===== config.mk =====
export PLATFORM = sky130hd
export DESIGN_NAME = alu_master_flat
export DESIGN_NICKNAME = d
export VERILOG_FILES = /design/src/rtl/alu_master_if.sv /design/src/rtl/alu_master.sv /design/src/flat_wrapper.sv
export SDC_FILE = /design/constraint.sdc
export NUM_CORES = 1
export LEC_CHECK = 0
export CAP_MARGIN = 10
export CORE_AREA = 2 2 218 220
export CTS_BUF_LIST = sky130_fd_sc_hd__clkbuf_2
export DETAILED_ROUTE_END_ITERATION = 16
export DIE_AREA = 0 0 220 222
export SYNTH_ARGS = -nofsm -noshare
export SYNTH_HDL_FRONTEND = slang
export SYNTH_SLANG_ARGS = --single-unit

===== constraint.sdc =====
create_clock -name clk -period 4.2 [get_ports clk]
set_input_delay 1.05 -clock clk [delete_from_list [all_inputs] [get_ports clk]]
set_output_delay 1.05 -clock clk [all_outputs]
set_load 0.01 [all_outputs]

===== src/rtl/alu_master_if.sv =====
// Bundle between alu_master and its neighbours: client command/result port plus
// the Wishbone pipelined ALU port. The master modport is the alu_master view.
interface alu_master_if;
  logic        cmd_valid;
  logic        cmd_ready;
  logic [8:0]  cmd_op;
  logic [17:0] cmd_al;
  logic [17:0] cmd_bl;
  logic [17:0] cmd_ar;
  logic [17:0] cmd_br;
  logic [47:0] cmd_cl;
  logic [47:0] cmd_cr;

  logic        res_valid;
  logic [47:0] res_pl;
  logic [47:0] res_pr;
  logic        res_func;
  logic        busy;
  logic        err;

  logic        alu_cycle;
  logic        alu_strobe;
  logic        alu_ack;
  logic        alu_stall;
  logic [8:0]  alu_op;
  logic [17:0] alu_al;
  logic [17:0] alu_bl;
  logic [17:0] alu_ar;
  logic [17:0] alu_br;
  logic [47:0] alu_cl;
  logic [47:0] alu_cr;
  logic [47:0] alu_pl;
  logic [47:0] alu_pr;

  modport master (
    input  cmd_valid, cmd_op, cmd_al, cmd_bl, cmd_ar, cmd_br, cmd_cl, cmd_cr,
    input  alu_ack, alu_stall, alu_pl, alu_pr,
    output cmd_ready, res_valid, res_pl, res_pr, res_func, busy, err,
    output alu_cycle, alu_strobe, alu_op, alu_al, alu_bl, alu_ar, alu_br, alu_cl, alu_cr
  );

  modport slave (
    output cmd_valid, cmd_op, cmd_al, cmd_bl, cmd_ar, cmd_br, cmd_cl, cmd_cr,
    output alu_ack, alu_stall, alu_pl, alu_pr,
    input  cmd_ready, res_valid, res_pl, res_pr, res_func, busy, err,
    input  alu_cycle, alu_strobe, alu_op, alu_al, alu_bl, alu_ar, alu_br, alu_cl, alu_cr
  );
endinterface


===== src/rtl/alu_master.sv =====
// Wishbone pipelined master for the ALU: pipelines DSP-mode ops, serialises
// function-mode ops, returns results in issue order and watches for lost acks.
module alu_master #(
  parameter int MAX_OUTSTANDING = 3,
  parameter int TIMEOUT_CYCLES  = 255
) (
  input logic          clk,
  input logic          reset,
  alu_master_if.master bus
);
  localparam logic       ALU_MODE_DSP = 1'b1;
  localparam logic [2:0] MAX_O        = 3'(MAX_OUTSTANDING);
  localparam logic [9:0] WD_LAST      = 10'(TIMEOUT_CYCLES - 1);

  typedef enum logic [1:0] {S_IDLE, S_DSP, S_FUNC} state_t;

  state_t                     state, state_n;
  logic [2:0]                 outst, outst_n, eff;
  logic [9:0]                 wdog, wdog_n;
  logic [MAX_OUTSTANDING-1:0] fifo, fifo_n;
  logic                       is_func, ack_hit, ack_stray, tmo;
  logic                       can_issue, strobe, accept;

  assign is_func   = bus.cmd_op[8] != ALU_MODE_DSP;
  assign ack_hit   = bus.alu_ack && (outst != 3'd0);
  assign ack_stray = bus.alu_ack && (outst == 3'd0);
  assign tmo       = (outst != 3'd0) && !bus.alu_ack && (wdog == WD_LAST);
  // Occupancy once this cycle's ack retires; lets the slot freed by an ack be reused at once.
  assign eff       = outst - {2'b00, ack_hit};

  always_comb begin
    can_issue = 1'b0;
    state_n   = state;
    case (state)
      S_IDLE:  can_issue = 1'b1;
      S_DSP:   can_issue = is_func ? (eff == 3'd0) : (eff < MAX_O);
      default: can_issue = 1'b0;
    endcase

    strobe = bus.cmd_valid && can_issue && !reset && !tmo;
    accept = strobe && !bus.alu_stall;

    if (tmo)                             state_n = S_IDLE;
    else if (accept && is_func)          state_n = S_FUNC;
    else if (accept)                     state_n = S_DSP;
    else if (ack_hit && outst == 3'd1)   state_n = S_IDLE;

    outst_n = tmo ? 3'd0 : outst + {2'b00, accept} - {2'b00, ack_hit};

    // Head of the mode FIFO sits at bit 0; a new entry lands just past the survivors.
    fifo_n = fifo;
    if (ack_hit) fifo_n = fifo >> 1;
    if (accept) begin
      for (int i = 0; i < MAX_OUTSTANDING; i++) begin
        if (3'(i) == eff) fifo_n[i] = is_func;
      end
    end
    if (tmo) fifo_n = '0;

    if (tmo || bus.alu_ack || !((outst != 3'd0) || accept)) wdog_n = '0;
    else                                                      wdog_n = wdog + 10'd1;
  end

  assign bus.alu_strobe = strobe;
  assign bus.cmd_ready  = accept;
  assign bus.busy       = outst != 3'd0;
  assign bus.alu_cycle  = strobe || (outst != 3'd0);
  // The slave ORs the request buses together, so they must be zero when not strobing.
  assign bus.alu_op     = strobe ? bus.cmd_op : '0;
  assign bus.alu_al     = strobe ? bus.cmd_al : '0;
  assign bus.alu_bl     = strobe ? bus.cmd_bl : '0;
  assign bus.alu_ar     = strobe ? bus.cmd_ar : '0;
  assign bus.alu_br     = strobe ? bus.cmd_br : '0;
  assign bus.alu_cl     = strobe ? bus.cmd_cl : '0;
  assign bus.alu_cr     = strobe ? bus.cmd_cr : '0;

  always_ff @(posedge clk) begin
    if (reset) begin
      state         <= S_IDLE;
      outst         <= 3'd0;
      wdog          <= '0;
      fifo          <= '0;
      bus.res_valid <= 1'b0;
      bus.err       <= 1'b0;
      bus.res_func  <= 1'b0;
      bus.res_pl    <= '0;
      bus.res_pr    <= '0;
    end else begin
      state         <= state_n;
      outst         <= outst_n;
      wdog          <= wdog_n;
      fifo          <= fifo_n;
      bus.res_valid <= ack_hit;
      bus.err       <= tmo || ack_stray;
      if (ack_hit) begin
        bus.res_pl   <= bus.alu_pl;
        bus.res_pr   <= bus.alu_pr;
        bus.res_func <= fifo[0];
      end
    end
  end
endmodule


===== src/flat_wrapper.sv =====
// flat-port wrapper written by rule: the top's interface ports become plain ports
module alu_master_flat 
#(
  parameter int MAX_OUTSTANDING = 3,
  parameter int TIMEOUT_CYCLES  = 255
)
  (clk, reset, bus_cmd_valid, bus_cmd_op, bus_cmd_al, bus_cmd_bl, bus_cmd_ar, bus_cmd_br, bus_cmd_cl, bus_cmd_cr, bus_alu_ack, bus_alu_stall, bus_alu_pl, bus_alu_pr, bus_cmd_ready, bus_res_valid, bus_res_pl, bus_res_pr, bus_res_func, bus_busy, bus_err, bus_alu_cycle, bus_alu_strobe, bus_alu_op, bus_alu_al, bus_alu_bl, bus_alu_ar, bus_alu_br, bus_alu_cl, bus_alu_cr);
  alu_master_if bus_i ();
  input logic clk;
  input logic reset;
  input wire logic [$bits(bus_i.cmd_valid)-1:0] bus_cmd_valid;
  input wire logic [$bits(bus_i.cmd_op)-1:0] bus_cmd_op;
  input wire logic [$bits(bus_i.cmd_al)-1:0] bus_cmd_al;
  input wire logic [$bits(bus_i.cmd_bl)-1:0] bus_cmd_bl;
  input wire logic [$bits(bus_i.cmd_ar)-1:0] bus_cmd_ar;
  input wire logic [$bits(bus_i.cmd_br)-1:0] bus_cmd_br;
  input wire logic [$bits(bus_i.cmd_cl)-1:0] bus_cmd_cl;
  input wire logic [$bits(bus_i.cmd_cr)-1:0] bus_cmd_cr;
  input wire logic [$bits(bus_i.alu_ack)-1:0] bus_alu_ack;
  input wire logic [$bits(bus_i.alu_stall)-1:0] bus_alu_stall;
  input wire logic [$bits(bus_i.alu_pl)-1:0] bus_alu_pl;
  input wire logic [$bits(bus_i.alu_pr)-1:0] bus_alu_pr;
  output wire logic [$bits(bus_i.cmd_ready)-1:0] bus_cmd_ready;
  output wire logic [$bits(bus_i.res_valid)-1:0] bus_res_valid;
  output wire logic [$bits(bus_i.res_pl)-1:0] bus_res_pl;
  output wire logic [$bits(bus_i.res_pr)-1:0] bus_res_pr;
  output wire logic [$bits(bus_i.res_func)-1:0] bus_res_func;
  output wire logic [$bits(bus_i.busy)-1:0] bus_busy;
  output wire logic [$bits(bus_i.err)-1:0] bus_err;
  output wire logic [$bits(bus_i.alu_cycle)-1:0] bus_alu_cycle;
  output wire logic [$bits(bus_i.alu_strobe)-1:0] bus_alu_strobe;
  output wire logic [$bits(bus_i.alu_op)-1:0] bus_alu_op;
  output wire logic [$bits(bus_i.alu_al)-1:0] bus_alu_al;
  output wire logic [$bits(bus_i.alu_bl)-1:0] bus_alu_bl;
  output wire logic [$bits(bus_i.alu_ar)-1:0] bus_alu_ar;
  output wire logic [$bits(bus_i.alu_br)-1:0] bus_alu_br;
  output wire logic [$bits(bus_i.alu_cl)-1:0] bus_alu_cl;
  output wire logic [$bits(bus_i.alu_cr)-1:0] bus_alu_cr;
  assign bus_i.cmd_valid = bus_cmd_valid;
  assign bus_i.cmd_op = bus_cmd_op;
  assign bus_i.cmd_al = bus_cmd_al;
  assign bus_i.cmd_bl = bus_cmd_bl;
  assign bus_i.cmd_ar = bus_cmd_ar;
  assign bus_i.cmd_br = bus_cmd_br;
  assign bus_i.cmd_cl = bus_cmd_cl;
  assign bus_i.cmd_cr = bus_cmd_cr;
  assign bus_i.alu_ack = bus_alu_ack;
  assign bus_i.alu_stall = bus_alu_stall;
  assign bus_i.alu_pl = bus_alu_pl;
  assign bus_i.alu_pr = bus_alu_pr;
  assign bus_cmd_ready = bus_i.cmd_ready;
  assign bus_res_valid = bus_i.res_valid;
  assign bus_res_pl = bus_i.res_pl;
  assign bus_res_pr = bus_i.res_pr;
  assign bus_res_func = bus_i.res_func;
  assign bus_busy = bus_i.busy;
  assign bus_err = bus_i.err;
  assign bus_alu_cycle = bus_i.alu_cycle;
  assign bus_alu_strobe = bus_i.alu_strobe;
  assign bus_alu_op = bus_i.alu_op;
  assign bus_alu_al = bus_i.alu_al;
  assign bus_alu_bl = bus_i.alu_bl;
  assign bus_alu_ar = bus_i.alu_ar;
  assign bus_alu_br = bus_i.alu_br;
  assign bus_alu_cl = bus_i.alu_cl;
  assign bus_alu_cr = bus_i.alu_cr;
  alu_master #(.MAX_OUTSTANDING(MAX_OUTSTANDING), .TIMEOUT_CYCLES(TIMEOUT_CYCLES)) u_core (.clk(clk), .reset(reset), .bus(bus_i));
endmodule

# Word-level counts from Yosys, hierarchy flattened
# Cells that the tools add are included.
# word_totals
output_inout_bits	280
elab_cells	67
latch_bits	0
ramBits	0
romBits	0
n_memories	0
regBits	117
# classes
div_mod_pow	0
n_shift	0
bitwise_logic	1
n_lt_le_gt_ge	1
multipliers	0
reduce_logical	29
n_mux	17
add_sub_neg	4
n_eq_ne	5
# op_table
operator	count
48-bit 2-to-1 mux	2
18-bit 2-to-1 mux	4
10-bit by 1-bit adder with 10-bit output (second input constant)	1
10-bit by 8-bit == test with 1-bit output (second input constant)	1
1-bit logical AND	10
9-bit 2-to-1 mux	1
3-bit logical NOT	2
2-bit 2-to-1 mux	3
3-bit 2-to-1 mux	2
3-bit nonzero test	2
3-bit by 1-bit subtractor with 3-bit output	2
1-bit logical NOT	5
1-bit logical OR	5
1-bit 2-to-1 mux	4
2-bit OR reduction	2
3-bit by 1-bit adder with 3-bit output	1
1-bit by 3-bit == test with 1-bit output (first input constant)	1
2-bit by 3-bit == test with 1-bit output (first input constant)	1
3-bit by 1-bit == test with 1-bit output (second input constant)	1
3-bit by 2-bit less-than comparator with 1-bit output (second input constant)	1
3-bit OR reduction	1
2-bit by 1-bit == test with 1-bit output (second input constant)	1
2-bit logical NOT	1
1-bit one-hot mux with 2 select lines	1
2 further kinds	2

# Logic depth before layout (Yosys ltp)
# Gate-level depths: netlist of the first run.
# logic_depth
depth_word	14
ltp_mapped	17
depth_no_buf	15

# Worst setup path after synthesis of the first run
# OpenSTA, ideal clock, no wires.
# synth_path
path_type	input-to-output
from	input bus_alu_ack
to	output bus_alu_al[10]
cell_stages	11
arrival_ns	3.309
slack_ns	-0.159
required_ns	3.150
cell_sequence	o31ai_1 > inv_2 > clkbuf_1 > ha_1 > ha_1 > maj3_1 > a21boi_2 > a2111oi_4 > clkbuf_2 > buf_6 > and2_1
# synth_via
elab_chain_len	9
elab_cells_between_ends	14
cone_classes	add/sub: 1; order compare: 1; mux: 3; reduce/logical: 9
# synth_lines
item	line_no	text
start: declaration	flat_wrapper.sv:19	input wire logic [$bits(bus_i.alu_ack)-1:0] bus_alu_ack;
1-bit logical AND *	alu_master.sv:25	assign ack_hit = bus.alu_ack && (outst != 3'd0);
net u_core.ack_hit	alu_master.sv:21	logic is_func, ack_hit, ack_stray, tmo;
3-bit by 1-bit subtractor with 3-bit output *	alu_master.sv:29	assign eff = outst - {2'b00, ack_hit};
3-bit by 2-bit less-than comparator with 1-bit output or 3-bit logical NOT (tied branches)	alu_master.sv:36	S_DSP: can_issue = is_func ? (eff == 3'd0) : (eff < MAX_O);
1-bit 2-to-1 mux *	alu_master.sv:36	
1-bit one-hot mux with 2 select lines *	alu_master.sv:34	case (state)
1-bit logical AND * (3 in series)	alu_master.sv:40	strobe = bus.cmd_valid && can_issue && !reset && !tmo;
18-bit 2-to-1 mux *	alu_master.sv:70	assign bus.alu_al = strobe ? bus.cmd_al : '0;
end: declaration	flat_wrapper.sv:33	output wire logic [$bits(bus_i.alu_al)-1:0] bus_alu_al;
# Mark *: on every way through the listed nets, which the timed path passes. The rest lies on a longest branch.

# Worst setup path after layout of the first run
# layout_path
from	input bus_alu_ack
to	output bus_alu_cr[23]
# layout_via
elab_chain_len	9
elab_cells_between_ends	14
cone_classes	add/sub: 1; order compare: 1; mux: 3; reduce/logical: 9
# layout_lines
item	line_no	text
1-bit logical AND	alu_master.sv:25	
3-bit by 1-bit subtractor with 3-bit output	alu_master.sv:29	
3-bit by 2-bit less-than comparator with 1-bit output or 3-bit logical NOT (tied branches)	alu_master.sv:36	
1-bit 2-to-1 mux	alu_master.sv:36	
1-bit one-hot mux with 2 select lines	alu_master.sv:34	
1-bit logical AND (2 in series)	alu_master.sv:40	
1-bit logical AND *	alu_master.sv:40	
48-bit 2-to-1 mux *	alu_master.sv:75	assign bus.alu_cr = strobe ? bus.cmd_cr : '0;
end: declaration	flat_wrapper.sv:38	output wire logic [$bits(bus_i.alu_cr)-1:0] bus_alu_cr;
# Every way passes the cells marked *; elsewhere a longest branch is shown, timed or not.

==> qor.json, run 1 <==
{
  "outcome": {"value": "complete, but fails checks"},
  "failed_checks": {"value": "negative setup slack"},
  "post_drt_via_cell_ratio": {"value": 3.75},
  "hold_violations": {"value": 0},
  "drt_first_iter_violations": {"value": 407},
  "synth_ff_type": {"value": "sky130_fd_sc_hd__dfxtp_1"},
  "wire_length_of_the_first_global_routing_pass": {"value": 52.8, "unit": "mm"},
  "num-nets-final": {"value": 1586},
  "yosys_register_bits": {"value": 117},
  "fmax": {"value": 222, "unit": "MHz"},
  "io_pins": {"value": 558},
  "final_critical_path_setup_slack": {"value": -0.314, "unit": "ns"},
  "grt_remaining_overflow": {"value": 0},
  "power.total": {"value": 4.43, "unit": "mW"},
  "cell_chain_of_the_critical_path": {"value": "dlygate4sd2_1 -> o31ai_4 -> clkinv_2 -> ha_4 -> ha_4 -> maj3_2 -> a21boi_4 -> a2111oi_4 -> buf_6 -> buf_12 -> buf_16 -> and2_1 -> dlygate4sd2_1"},
  "max_root_sink_buffers": {"value": 2},
  "rsz0062_at_grt": {"value": "yes"},
  "crit_path_top_delay_cell": {"value": "sky130_fd_sc_hd__maj3_2"},
  "dp_hpwl": {"value": 32.1, "unit": "mm"},
  "setup-tns-final": {"value": -38.11, "unit": "ns"},
  "clock_sinks": {"value": 117},
  "globalRoute.busiestLayer": {"value": "met2"},
  "die_height": {"value": 222, "unit": "µm"},
  "finalCoreUtilization": {"value": 0.263},
  "crit_buf_inv": {"value": 6},
  "dieArea": {"value": 0.0488, "unit": "mm²"},
  "avgSynthCellArea": {"value": 7.58, "unit": "µm²"},
  "finalSetupViolations": {"value": 180},
  "worst_path_dominant_cell_family": {"value": "buffers and inverters"},
  "clk-insertion-delay-late": {"value": 0.77, "unit": "ns"},
  "totalWireLength": {"value": 39.0, "unit": "mm"},
  "critical_path.max_stage_delay": {"value": 0.34, "unit": "ns"},
  "finClkSkew": {"value": 0.0502, "unit": "ns"},
  "yosys_warnings": {"value": 0},
  "layout-drive-gt1-share": {"value": 0.179},
  "cts_inserted_buffers": {"value": 17},
  "pre_cts_ws": {"value": -0.860, "unit": "ns"},
  "starting_density": {"value": 0.121},
  "cellLeakagePower": {"value": 4.84, "unit": "nW"},
  "power-per-cell-area": {"value": 363, "unit": "mW/mm²"},
  "syn-cell-area": {"value": 0.00561, "unit": "mm²"},
  "area_growth": {"value": 117, "unit": "%"},
  "max_slew_margin": {"value": 0.282},
  "worst_setup_path_start_kind": {"value": "primary input"},
  "vdd.ir_drop.worst": {"value": 0.000260, "unit": "V"},
  "required_time_reported_for_the_critical_path_endpoint": {"value": 3.15, "unit": "ns"},
  "worst_hold_path_type": {"value": "reg2reg"},
  "cap_violations": {"value": 0},
  "synth_cell_types": {"value": 42},
  "commonest_cells_after_routing_fill_and_taps_aside": {"value": "sky130_fd_sc_hd__clkdlybuf4s50_1, sky130_fd_sc_hd__nand2_1, sky130_fd_sc_hd__and2_1"},
  "end_kind": {"value": "output port"},
  "cp_max_fo": {"value": 20},
  "met1_usage": {"value": 0.209},
  "portBuffers": {"value": 557},
  "postRouteAntennaNets": {"value": 0},
  "htreeDepth": {"value": 4},
  "postSynthNetCount": {"value": 1025},
  "core-area": {"value": 0.0463, "unit": "mm²"},
  "dpl.cell_count": {"value": 1879},
  "dr_total_vias": {"value": 7261},
  "use_met3": {"value": 0.0711},
  "synth_enable_flop_cells": {"value": 0},
  "groute.usage.overall": {"value": 0.153},
  "drt_drc_violations_left": {"value": 0},
  "synthArstFlopShare": {"value": 0},
  "finalWorstPathRequiredPeriod": {"value": 4.51, "unit": "ns"},
  "leading_cell_type_in_the_layout_fill_and_taps_excluded": {"value": "sky130_fd_sc_hd__clkdlybuf4s50_1"},
  "weighted_congestion_reported_at_the_end_of_routability_driven_placement": {"value": 1.04},
  "rows": {"value": 79},
  "critPathArrivalTime": {"value": 3.46, "unit": "ns"},
  "routedWlPerCell": {"value": 20.2, "unit": "µm"},
  "postSynthCellCount": {"value": 740},
  "slew_violations": {"value": 0},
  "cts.hold.buffers_added": {"value": 0},
  "timing_worst_setup_path_type": {"value": "in2out"},
  "grt_antenna_before_repair": {"value": 33},
  "worst_setup_hold_path_clk_slew": {"value": 0.20, "unit": "ns"},
  "pin_count_of_the_biggest_net_entering_global_routing": {"value": 97},
  "grt_util_met2": {"value": 0.217},
  "clock_tree_root": {"value": "sky130_fd_sc_hd__clkbuf_2"},
  "dieWidth": {"value": 220, "unit": "µm"},
  "synth_sequential_area_ratio": {"value": 0.418},
  "post_layout_nonfiller_instances": {"value": 1935},
  "grt_pass1_vias": {"value": 7072},
  "cts_tree": {"value": "built"},
  "drt_pre_antenna_iters": {"value": 5},
  "timing_worst_slew_pin_value": {"value": 1.08, "unit": "ns"},
  "timing.final.crit_share": {"value": 1.07}
}
==> path summary, 6_finish.rpt <==
check	from	slack (ns)	cells past startpoint	to
worst max-delay path	bus_alu_ack	-0.31	13	bus_alu_cr[23]
worst min register to register	u_core.fifo[0]	0.46	2	u_core.bus.res_func
worst max register to register	u_core.outst[2]	0.76	18	u_core.outst[2]
worst min-delay path	u_core.fifo[0]	0.46	2	u_core.bus.res_func
==> power by group <==
group	switching, mW	internal (mW)	leakage, nW
combinational	1.11	1.12	3.76
sequential	0.110	1.32	0.956
clock	0.505	0.273	0.124
total	1.72	2.70	4.84
==> metal layers <==
metal,part of all wire,vias to the layer above,routed length (µm)
met5,0.0030,-,118
met4,0.0066,18,258
met3,0.10,34,4070
met2,0.42,315,16400
met1,0.47,3394,18100
li1,-,3500,-
==> synth_stat cells (5+ instances only) <==
master                     instances  share of area
sky130_fd_sc_hd__and2_1          180           0.20
sky130_fd_sc_hd__nand3_1           6         0.0054
sky130_fd_sc_hd__clkbuf_2         11         0.0098
sky130_fd_sc_hd__inv_1             8         0.0054
sky130_fd_sc_hd__ha_1              6          0.013
sky130_fd_sc_hd__dfxtp_1         117           0.42
sky130_fd_sc_hd__xnor2_1           8          0.012
sky130_fd_sc_hd__nor2_1            5         0.0033
sky130_fd_sc_hd__clkbuf_1         38          0.025
sky130_fd_sc_hd__nand2_1         208           0.14
sky130_fd_sc_hd__a21oi_1         109          0.097
==> sequential cells by signal, indices dropped and copies added (netlist names) <==
| signal | count |
|---|---|
| u_core.fifo | 3 |
| u_core.bus.err | 1 |
| u_core.bus.res_pr | 48 |
| u_core.wdog | 10 |
| u_core.bus.res_pl | 48 |
| u_core.state | 2 |
| u_core.bus.res_valid | 1 |
| u_core.bus.res_func | 1 |
| u_core.outst | 3 |
==> cell families (layout without fill, tap and decap cells) <==
| logic type | after synthesis | in the layout | share of synthesized area |
|---|---|---|---|
| AOI/OAI and AO/OA | 126 | 126 | 0.126 |
| DFF | 117 | 117 | 0.418 |
| buffers and inverters | 61 | 635 | 0.0473 |
| xor gates and xnor gates | 12 | 12 | 0.0201 |
| adders and majority gates | 8 | 8 | 0.0187 |
| and+or+nand+nor | 416 | 416 | 0.370 |
| other | 0 | 14 | 0 |
==> worst register-to-register path: stages (launching register included) <==
cell,delay [ns]
sky130_fd_sc_hd__dfxtp_2,0.39
sky130_fd_sc_hd__o31ai_4,0.26
sky130_fd_sc_hd__clkinv_2,0.13
sky130_fd_sc_hd__ha_4,0.18
sky130_fd_sc_hd__ha_4,0.26
sky130_fd_sc_hd__buf_4,0.12
sky130_fd_sc_hd__a21boi_0,0.08
sky130_fd_sc_hd__a221oi_1,0.32
sky130_fd_sc_hd__buf_4,0.17
sky130_fd_sc_hd__buf_4,0.11
sky130_fd_sc_hd__nand2_1,0.05
sky130_fd_sc_hd__ha_1,0.28
sky130_fd_sc_hd__inv_1,0.06
sky130_fd_sc_hd__ha_1,0.13
sky130_fd_sc_hd__inv_1,0.05
sky130_fd_sc_hd__fa_1,0.38
sky130_fd_sc_hd__xnor2_1,0.15
sky130_fd_sc_hd__xnor2_1,0.12
sky130_fd_sc_hd__and2_1,0.15
==> stage by stage <==
stage	instance area (µm²)	hold slack (ns)
floorplan	5610	0.432
global placement	12000	0.441
CTS	12200	0.468
finish	12200	0.462
global route	12200	0.485
detailed placement	12000	0.446
==> area by class of cell <==
cell class	count	area (µm²)
multi-input combinational	562	3100
inverter	9	35.0
sequential	117	2340
antenna	14	35.0
fill	5101	34100
tap	607	759
clock inverter	15	156
timing repair buffer	594	5680
clock buffer	17	85.1
==> what timing repair did <==
action                     CTS  global route
pin swaps                    2             6
cloned                       2             1
setup endpoints to repair  180           180
setup buffers                3             6
resized for setup          375           158
Power figures use the tool's default switching activity.
==> run 2: changes to the inputs <==
--- a/config.mk
+++ b/config.mk
@@ -10,6 +10,7 @@
 export CTS_BUF_LIST = sky130_fd_sc_hd__clkbuf_2
 export DETAILED_ROUTE_END_ITERATION = 16
 export DIE_AREA = 0 0 220 222
+export SLEW_MARGIN = 20
 export SYNTH_ARGS = -nofsm -noshare
 export SYNTH_HDL_FRONTEND = slang
 export SYNTH_SLANG_ARGS = --single-unit
==> results of run 2 <==
The final DEF is identical to that of run 1; final timing and power are the same.
==> run 3: changes to the inputs <==
--- a/config.mk
+++ b/config.mk
@@ -6,10 +6,13 @@
 export NUM_CORES = 1
 export LEC_CHECK = 0
 export CAP_MARGIN = 10
-export CORE_AREA = 2 2 218 220
+export CELL_PAD_IN_SITES_DETAIL_PLACEMENT = 1
+export CELL_PAD_IN_SITES_GLOBAL_PLACEMENT = 1
+export CORE_AREA = 2 2 214 216
 export CTS_BUF_LIST = sky130_fd_sc_hd__clkbuf_2
 export DETAILED_ROUTE_END_ITERATION = 16
-export DIE_AREA = 0 0 220 222
+export DIE_AREA = 0 0 216 218
+export PLACE_DENSITY_LB_ADDON = 0.1
 export SLEW_MARGIN = 20
 export SYNTH_ARGS = -nofsm -noshare
 export SYNTH_HDL_FRONTEND = slang
==> run 3 against run 2 <==
Against the previous run:
- the run still ends with negative setup slack left
- largest cell class unchanged
- sequential share of layout area shrank 0.77 points
- design area increased by 4.2%
- clock power shrank 11%
- critical endpoint is now bus_alu_ar[2]
==> qor.json, run 3 (synthesis results as in run 1) <==
{
  "clock_tree_root": {"value": "sky130_fd_sc_hd__clkbuf_2"},
  "ff2ff_path_depth": {"value": 17},
  "rsz0062_at_grt": {"value": "yes"},
  "cp_max_fo": {"value": 6},
  "cellLeakagePower": {"value": 5.12, "unit": "nW"},
  "min_delay_worst_endpoint": {"value": "u_core.bus.res_pr[22]"},
  "groute.usage.overall": {"value": 0.159},
  "required_time_reported_for_the_critical_path_endpoint": {"value": 3.15, "unit": "ns"},
  "fmax": {"value": 224, "unit": "MHz"},
  "failed_checks": {"value": "negative setup slack"},
  "clk-insertion-delay-late": {"value": 0.75, "unit": "ns"},
  "layout-drive-gt1-share": {"value": 0.274},
  "finalSetupViolations": {"value": 178},
  "wire_length_of_the_first_global_routing_pass": {"value": 54.1, "unit": "mm"},
  "area_growth": {"value": 127, "unit": "%"},
  "timing.hold.worst_path_depth": {"value": 2},
  "postRouteAntennaNets": {"value": 0},
  "design_internal_power": {"value": 2.74, "unit": "mW"},
  "worst_setup_path_start_kind": {"value": "primary input"},
  "io_pins": {"value": 558},
  "timing.final.crit_share": {"value": 1.06},
  "vdd.ir_drop.worst": {"value": 0.000151, "unit": "V"},
  "ff2ff_setup_slack": {"value": 0.85, "unit": "ns"},
  "met3_wirelength": {"value": 2.89, "unit": "mm"},
  "die_height": {"value": 218, "unit": "µm"},
  "critical_path.max_stage_delay": {"value": 0.33, "unit": "ns"},
  "setup-tns-final": {"value": -21.02, "unit": "ns"},
  "hold_violations": {"value": 0},
  "rows": {"value": 78},
  "max_slew_margin": {"value": 0.418},
  "final_critical_path_setup_slack": {"value": -0.270, "unit": "ns"},
  "crit_path_top_delay_cell": {"value": "sky130_fd_sc_hd__maj3_2"},
  "slew_violations": {"value": 0},
  "cap_violations": {"value": 0},
  "commonest_cells_after_routing_fill_and_taps_aside": {"value": "sky130_fd_sc_hd__clkdlybuf4s50_1, sky130_fd_sc_hd__nand2_1, sky130_fd_sc_hd__dfxtp_1"},
  "drt_pre_antenna_iters": {"value": 4},
  "finClkSkew": {"value": 0.0326, "unit": "ns"},
  "drt_first_iter_violations": {"value": 189},
  "dp_hpwl": {"value": 30.8, "unit": "mm"},
  "weighted_congestion_reported_at_the_end_of_routability_driven_placement": {"value": 0.876},
  "power-per-cell-area": {"value": 354, "unit": "mW/mm²"},
  "dieArea": {"value": 0.0471, "unit": "mm²"},
  "timing_worst_setup_path_type": {"value": "in2out"},
  "met2_wirelength": {"value": 19.8, "unit": "mm"},
  "drt_drc_violations_left": {"value": 0},
  "regToRegEndpoint": {"value": "u_core.outst[2]"},
  "sw_frac_of_total": {"value": 0.391},
  "hold_path_startpoint": {"value": "u_core.bus.res_pr[22]"},
  "crit-reg2reg-launch": {"value": "u_core.outst[1]"},
  "power.net_switching": {"value": 1.76, "unit": "mW"},
  "dieWidth": {"value": 216, "unit": "µm"},
  "routedWlPerCell": {"value": 20.3, "unit": "µm"},
  "grt_pass1_vias": {"value": 7149},
  "clock_sinks": {"value": 117},
  "topRoutingLayerUsed": {"value": "met5"},
  "totalWireLength": {"value": 39.6, "unit": "mm"},
  "combinationalPowerShare": {"value": 0.530},
  "dpl.cell_count": {"value": 1874},
  "cts_tree": {"value": "built"},
  "num-nets-final": {"value": 1610},
  "design_area": {"value": 0.0127, "unit": "mm²"},
  "outcome": {"value": "complete, but fails checks"},
  "post_drt_via_cell_ratio": {"value": 3.73},
  "grt_antenna_before_repair": {"value": 13},
  "htreeDepth": {"value": 4},
  "pin_count_of_the_biggest_net_entering_global_routing": {"value": 74},
  "worst_setup_hold_path_clk_slew": {"value": 0.16, "unit": "ns"},
  "critPathArrivalTime": {"value": 3.42, "unit": "ns"},
  "reg_top3": {"value": "u_core.bus.res_pl (48), u_core.bus.res_pr (48), u_core.wdog (10)"},
  "portBuffers": {"value": 557},
  "grt_remaining_overflow": {"value": 0},
  "finalWorstPathRequiredPeriod": {"value": 4.47, "unit": "ns"},
  "dr_total_vias": {"value": 7258},
  "share_clk_of_total_power": {"value": 0.153},
  "max_root_sink_buffers": {"value": 2},
  "core-area": {"value": 0.0449, "unit": "mm²"},
  "timing_worst_slew_pin_value": {"value": 0.873, "unit": "ns"},
  "pre_cts_ws": {"value": -0.893, "unit": "ns"},
  "cts.hold.buffers_added": {"value": 0},
  "detail_route.wirelength.met1": {"value": 16.4, "unit": "mm"},
  "power_share_of_the_sequential_group": {"value": 0.317},
  "leading_cell_type_in_the_layout_fill_and_taps_excluded": {"value": "sky130_fd_sc_hd__clkdlybuf4s50_1"},
  "starting_density": {"value": 0.125},
  "placed_area": {"value": 0.0120, "unit": "mm²"},
  "cts_inserted_buffers": {"value": 17},
  "post_layout_nonfiller_instances": {"value": 1944},
  "cell_chain_of_the_critical_path": {"value": "dlygate4sd2_1 -> o31ai_4 -> clkinv_2 -> ha_4 -> ha_4 -> maj3_2 -> a21boi_4 -> a2111oi_4 -> buf_6 -> buf_12 -> buf_8 -> buf_12 -> clkbuf_16 -> and2_4 -> buf_6"},
  "worst_hold_path_type": {"value": "reg2reg"},
  "end_kind": {"value": "output port"}
}
run 3: cell types whose count changed in the layout (fill, tap and decap cells not counted), moves of 2 or more:
cell | previous run | this run
sky130_fd_sc_hd__dlygate4sd2_1 | 38 | 1
sky130_fd_sc_hd__buf_2 | 45 | 48
sky130_fd_sc_hd__buf_8 | 0 | 5
sky130_fd_sc_hd__and2_4 | 19 | 79
sky130_fd_sc_hd__clkinv_2 | 1 | 5
sky130_fd_sc_hd__clkbuf_2 | 49 | 32
sky130_fd_sc_hd__diode_2 | 14 | 6
sky130_fd_sc_hd__clkdlybuf4s15_1 | 9 | 0
sky130_fd_sc_hd__clkdlybuf4s15_2 | 30 | 10
sky130_fd_sc_hd__clkbuf_16 | 1 | 4
sky130_fd_sc_hd__and2_1 | 161 | 101
sky130_fd_sc_hd__inv_6 | 2 | 0
sky130_fd_sc_hd__buf_4 | 27 | 58
sky130_fd_sc_hd__buf_6 | 24 | 88
run 3: area by class of cell:
cell class | instances | area (µm²)
Clock inverter | 15 | 116
Antenna cell | 6 | 15.0
Clock buffer | 17 | 85.1
Timing Repair Buffer | 618 | 6100
Tap cell | 600 | 751
Sequential cell | 117 | 2350
Multi-Input combinational cell | 562 | 3250
Fill cell | 5307 | 32200
Inverter | 9 | 35.0
run 3: repair_timing:
item,in CTS,in global routing
setup buffers,8,17
gates resized for setup,613,328
pin swaps,5,18
endpoints found under the setup margin,180,180
cloned,6,4
run 3: power groups by stage:
stage	logic, mW	clock network (mW)	registers (mW)
final	2.38	0.689	1.42
after detailed placement	2.26	0	1.45
after global placement	2.26	0	1.44
after CTS	2.34	0.761	1.43
after floorplan	0.857	0	1.53
after global routing	2.60	0.803	1.45
run 3: metrics by stage:
stage	hold slack, ns	power (mW)	utilization
final	0.465	4.49	0.283
after global routing	0.480	4.85	0.283
after CTS	0.470	4.53	0.277
after detailed placement	0.447	3.71	0.267
after global placement	0.442	3.70	0.267
after floorplan	0.432	2.38	-
run 3: routing by layer:
layer	vias up	global-route usage
li1	3541	-
met1	3432	0.188
met2	247	0.280
met3	28	0.0533
met4	10	0.0336
met5	-	0
run 3: how the worst max path moves through the flow:
stage	from	endpoint	slack, ns
global placement	bus_alu_ack	bus_alu_bl[14]	-0.85
finish	bus_alu_ack	bus_alu_ar[2]	-0.27
detailed placement	bus_alu_ack	bus_alu_ar[9]	-0.89
global route	u_core.outst[1]	bus_alu_ar[2]	-0.50
floorplan	bus_alu_ack	bus_alu_al[10]	0.01
CTS	u_core.outst[2]	bus_alu_br[2]	-0.70
run 3: worst max-delay path: cells and delay by family:
kind,cells,cell delay [ns]
AOI/OAI and AO/OA,3,0.29
buffers and inverters,8,1.18
and+or+nand+nor,1,0.15
adders and majority gates,3,0.72
